===== src/rtl/booth2_pkg.sv =====
// Shared types, widths and the Booth partial-product scaling helper for
// the sequential radix-4 Booth multiplier.
package booth2_pkg;

  typedef enum logic [1:0] {
    IDLE = 2'd0,
    RUN  = 2'd1,
    DONE = 2'd2
  } state_e;

  localparam int MW   = 4;
  localparam int PW   = 8;
  localparam int ACCW = 10;
  localparam int NDIG = 3;
  localparam int XRW  = 7;

  // {n,p}+n completes the ones'-complement negation, so the 111 digit lands on exactly 0.
  function automatic logic [ACCW-1:0] booth_term(input logic [4:0] p, input logic n,
                                                 input logic [1:0] k);
    logic [5:0]      v;
    logic [ACCW-1:0] ext;
    v   = {n, p} + {5'b00000, n};
    ext = {{(ACCW-6){v[5]}}, v};
    case (k)
      2'd0:    booth_term = ext;
      2'd1:    booth_term = {ext[ACCW-3:0], 2'b00};
      2'd2:    booth_term = {ext[ACCW-5:0], 4'b0000};
      default: booth_term = {ACCW{1'b0}};
    endcase
  endfunction

endpackage


===== src/rtl/partial_product.sv =====
// Radix-4 Booth recode/select: turns a multiplier triplet into a 5-bit
// ones'-complement partial-product magnitude plus its negate/correction bit.
module partial_product
  import booth2_pkg::*;
(
  input  logic          clk,
  input  logic          rst,
  input  logic [2:0]    triplet,
  input  logic [MW-1:0] m,
  output logic [4:0]    p,
  output logic          cout
);

  logic [4:0] mag_s;
  logic       unused_clk_rst_s;

  // Purely combinational; the clock/reset ports exist only for drop-in reuse.
  assign unused_clk_rst_s = clk ^ rst;

  always_comb begin
    mag_s = 5'b00000;
    case (triplet)
      3'b000, 3'b111: mag_s = 5'b00000;
      3'b001, 3'b010: mag_s = {1'b0, m};
      3'b011, 3'b100: mag_s = {m, 1'b0};
      3'b101, 3'b110: mag_s = {1'b0, m};
      default:        mag_s = 5'b00000;
    endcase
  end

  assign p    = triplet[2] ? ~mag_s : mag_s;
  assign cout = triplet[2];

endmodule


===== src/rtl/booth2_seq_multiplier.sv =====
// Sequential radix-4 Booth multiplier, 4x4 unsigned -> 8-bit product.
// One Booth digit is accumulated per RUN cycle; three digits cover the zero-extended multiplier.
module booth2_seq_multiplier
  import booth2_pkg::*;
(
  input  logic       clk,
  input  logic       rst,
  input  logic       start,
  input  logic [3:0] m,
  input  logic [3:0] x,
  output logic       busy,
  output logic       done,
  output logic [7:0] product
);

  state_e          state_q, state_d;
  logic [MW-1:0]   m_q, m_d;
  logic [XRW-1:0]  xr_q, xr_d;
  logic [ACCW-1:0] acc_q, acc_d;
  logic [1:0]      k_q, k_d;
  logic [PW-1:0]   product_q, product_d;
  logic            busy_q, busy_d;
  logic            done_q, done_d;

  logic [2:0]      triplet_s;
  logic [4:0]      pp_p_s;
  logic            pp_cout_s;
  logic [ACCW-1:0] sum_s;

  always_comb begin
    triplet_s = 3'b000;
    case (k_q)
      2'd0:    triplet_s = xr_q[2:0];
      2'd1:    triplet_s = xr_q[4:2];
      2'd2:    triplet_s = xr_q[6:4];
      default: triplet_s = 3'b000;
    endcase
  end

  partial_product u_pp (
    .clk     (clk),
    .rst     (rst),
    .triplet (triplet_s),
    .m       (m_q),
    .p       (pp_p_s),
    .cout    (pp_cout_s)
  );

  // Accumulator wraps modulo 2^10; intermediate negatives resolve by the last digit.
  assign sum_s = acc_q + booth_term(pp_p_s, pp_cout_s, k_q);

  always_comb begin
    state_d   = state_q;
    m_d       = m_q;
    xr_d      = xr_q;
    acc_d     = acc_q;
    k_d       = k_q;
    product_d = product_q;
    busy_d    = busy_q;
    done_d    = 1'b0;
    case (state_q)
      IDLE: begin
        if (start) begin
          m_d     = m;
          xr_d    = {2'b00, x, 1'b0};
          acc_d   = {ACCW{1'b0}};
          k_d     = 2'd0;
          busy_d  = 1'b1;
          state_d = RUN;
        end else begin
          state_d = IDLE;
        end
      end
      RUN: begin
        acc_d = sum_s;
        if (k_q == 2'(NDIG - 1)) begin
          k_d       = 2'd0;
          product_d = sum_s[PW-1:0];
          done_d    = 1'b1;
          state_d   = DONE;
        end else begin
          k_d     = k_q + 2'd1;
          state_d = RUN;
        end
      end
      DONE: begin
        busy_d  = 1'b0;
        state_d = IDLE;
      end
      default: begin
        busy_d  = 1'b0;
        state_d = IDLE;
      end
    endcase
  end

  // State registers; reset wins over any in-flight operation.
  always_ff @(posedge clk) begin
    if (rst) begin
      state_q   <= IDLE;
      m_q       <= {MW{1'b0}};
      xr_q      <= {XRW{1'b0}};
      acc_q     <= {ACCW{1'b0}};
      k_q       <= 2'd0;
      product_q <= {PW{1'b0}};
      busy_q    <= 1'b0;
      done_q    <= 1'b0;
    end else begin
      state_q   <= state_d;
      m_q       <= m_d;
      xr_q      <= xr_d;
      acc_q     <= acc_d;
      k_q       <= k_d;
      product_q <= product_d;
      busy_q    <= busy_d;
      done_q    <= done_d;
    end
  end

  assign busy    = busy_q;
  assign done    = done_q;
  assign product = product_q;

endmodule


===== config.mk =====
export PLATFORM = sky130hd
export DESIGN_NAME = booth2_seq_multiplier
export DESIGN_NICKNAME = d
export VERILOG_FILES = /design/src/rtl/booth2_pkg.sv /design/src/rtl/partial_product.sv /design/src/rtl/booth2_seq_multiplier.sv
export SDC_FILE = /design/constraint.sdc
export NUM_CORES = 1
export LEC_CHECK = 0
export CAP_MARGIN = 10
export CORE_MARGIN = 3
export CORE_UTILIZATION = 55
export DETAILED_ROUTE_END_ITERATION = 16
export DONT_BUFFER_PORTS = 1
export GPL_TIMING_DRIVEN = 0
export PLACE_DENSITY = 0.7
export SYNTH_ARGS = -nofsm -noshare
export SYNTH_HDL_FRONTEND = slang
export SYNTH_SLANG_ARGS = --single-unit
export TNS_END_PERCENT = 10

===== constraint.sdc =====
create_clock -name clk -period 8.8 [get_ports clk]
set_clock_uncertainty 0.15 [all_clocks]
set_input_delay 2.64 -clock clk [delete_from_list [all_inputs] [get_ports clk]]
set_output_delay 2.64 -clock clk [all_outputs]
set_load 0.005 [all_outputs]

==> impl_metrics.ini <==
[place]
port_buffers = 0
dp_slack_ps = 4660
placed_cells = 277
hpwl_microns = 3290
gp_congestion = 0.897

[sta]
maxSlewHeadroom = 0.605
rsz0062_at_grt = no
hold_viol = 0
worstMarginPinSlew_ps = 592
setup_tns_ps = 0
setup_violations = 0
fin_crit_ps = 4260
fmax_mhz = 235
slew_violations = 0
fin_crit_sh = 0.484
setup_ws_ps = 4540

[floorplan]
core_sq_um = 3200
die_w_microns = 65.6
initial_core_util = 0.609
die_area_sq_um = 4300
core.rowCount = 20
fp.dieH_microns = 65.6
ios = 21

[setup_path]
critPathMaxStageDelay_ps = 440
crit_path_start_kind = flip-flop
r2r_slack_ps = 4540
crit_chain = buf_2 -> nor3b_2 -> a211oi_1 -> nand2_1 -> o22ai_1 -> ha_1 -> a21oi_1 -> a311o_1 -> a21oi_1 -> a21o_1 -> ha_1 -> nor2b_1 -> a311oi_1 -> a21oi_1 -> xor2_1 -> and3_1 -> nor4_1
crit_path_start = k_q[1]$_SDFFE_PP0P_
cp_slowest_cell = a311oi_1
crit_type = reg -> reg
crit_fanout = 10
r2r-start = k_q[1]$_SDFFE_PP0P_
critPathArrivalTime_ps = 4370
cp_common_cell = a21oi_1
critPathCaptureType = flip-flop
cp.required_ps = 8910

[routing]
routed_wl_microns = 4280
drc = 0
first_pass_iters = 4
viasPerCell = 5.88
ant_nets = 0
first_iter_violations = 105
routedWlPerCell_microns = 15.0
via_count = 1677

[clocking]
postCtsSetupRepairBufs = 0
cts-root-buf = clkbuf_4
cts_inserted_buffers = 5
clock-sinks = 30
cts-resized-gates = 0
clock_latency_ps = 340
cts_tree = built
hold_buffers = 0
clk_path_buf_depth = 2
htreeDepth = 2
clk_pin_slew_ps = 100

[pwr]
leakage_nw = 0.858
peakVddDrop_v = 0.000117
p_per_area_nw_per_um2 = 174

[finish]
nets = 261
syn_to_final_growth_pct = 8.53
finalNonFillerCells = 285
fillerInstances = 303
drive_gt1_frac = 0.0954
final_common_cell = nor2_1
multiInputGateArea_sq_um = 1250
insertedDiodeCount = 0
final_cell_mix = nor2_1 (35), dfxtp_1 (30), nand2_1 (21), a21oi_1 (20), a22oi_1 (10)
regArea_sq_um = 601

[global_routing]
grt_pass1_wl_microns = 7470
first_global_vias = 1650
grt_overflow = 0
grt_usage = 0.227
antenna_found_initial = 0
grt_max_degree = 11

[synthesis]
synth_area_sq_um = 1950
synth_area_per_cell_sq_um = 8.37
ys_warn_count = 0
synth-edff-count = 0
ys_ff_latch = 30
synth-main-ff-cell = dfxtp_1
syn_nets = 254
synthCells = 233
ys_types = 54
yosysSeqAreaShare = 0.308
async_flop_share = 0

[run_status]
outcome = finished clean

[worst_hold_path]
hp-start = product[3]$_SDFFE_PP0P_
hold_class = reg -> reg

[run]
max_cap_violations = 0
-- final timing paths --
path	end	cells past startpoint
worst min register to register	product[3]$_SDFFE_PP0P_	2
worst max-delay path	product[7]$_SDFFE_PP0P_	17
worst max register to register	product[7]$_SDFFE_PP0P_	17
worst min-delay path	product[3]$_SDFFE_PP0P_	2
-- layer usage --
| layer | wire length (microns) | global-route usage |
|---|---|---|
| met4 | 68 | 0.0596 |
| met3 | 204 | 0.0598 |
| met1 | 2030 | 0.301 |
| met5 | 0 | 0 |
| met2 | 1980 | 0.365 |
-- critical path, delay by kind of cell, from the launching register on --
kind                       cells  cell delay, ps
xor gates and xnor gates       1             190
DFF                            1             370
buffers and inverters          1             240
AOI/OAI and AO/OA              8            1950
and+or+nand+nor                5             730
adders and majority gates      2             550
-- synth_stat cells (all sizes together), types with 2 or more instances --
master / number / area, sq um
a211oi: 5 / 50.1
and2: 4 / 25.0
a21oi: 20 / 100
dfxtp: 30 / 601
nand2b: 3 / 18.8
nand3: 3 / 27.5
nor3b: 2 / 20.0
a22oi: 10 / 75.1
nor2: 35 / 131
ha: 9 / 113
o21a: 4 / 30.0
or2: 2 / 12.5
buf: 6 / 40.0
o21ai: 7 / 38.8
nand3b: 2 / 15.0
nand4b: 3 / 32.5
inv: 7 / 26.3
nand2: 21 / 78.8
nor2b: 6 / 37.5
mux2i: 11 / 126
clkbuf: 8 / 30.0
nor3: 4 / 20.0
xor2: 5 / 43.8
xnor2: 7 / 61.3
-- stage by stage --
stage	cell area [sq um]	hold slack, ps	total power, W	util
detailed placement	2010	318	0.000226	0.626
CTS	2120	335	0.000370	0.661
finish	2120	331	0.000369	0.661
global placement	2010	316	0.000222	0.626
global route	2120	363	0.000386	0.661
floorplan	1950	303	0.000211	-
-- cell families (layout without fill, tap and decap cells) --
family,count (synthesis),after routing,share of synthesized area
buffers and inverters,21,29,0.0494
AND/OR/NAND/NOR,91,91,0.239
multiplexers,12,12,0.0725
adder cells (fa/ha/maj),10,10,0.0680
flip-flops,30,30,0.308
XOR/XNOR,12,12,0.0539
AO/OA/AOI/OAI,57,57,0.209
-- layout make-up --
cell class,count,area share
clock inverters,2,0.0284
well taps,44,0.0260
multi-input cells,182,0.592
inverters,7,0.0124
clock buffers,6,0.0242
flip-flops and latches,30,0.284
plain buffers,14,0.0331
-- sequential cells by signal, indices dropped and copies added, names as in the netlist --
name and count:
xr_q 4, acc_q 8, done 1, state_q 2, busy 1, k_q 2
m_q 4, product 8
-- report_power, final --
| group | internal, W | switching, W | total [W] |
|---|---|---|---|
| Sequential | 0.000141 | 0.00000568 | 0.000147 |
| Combinational | 0.0000332 | 0.0000433 | 0.0000765 |
| Clock | 0.0000962 | 0.0000494 | 0.000146 |
| Total | 0.000271 | 0.0000983 | 0.000369 |
(Power assumes the default switching activity.)
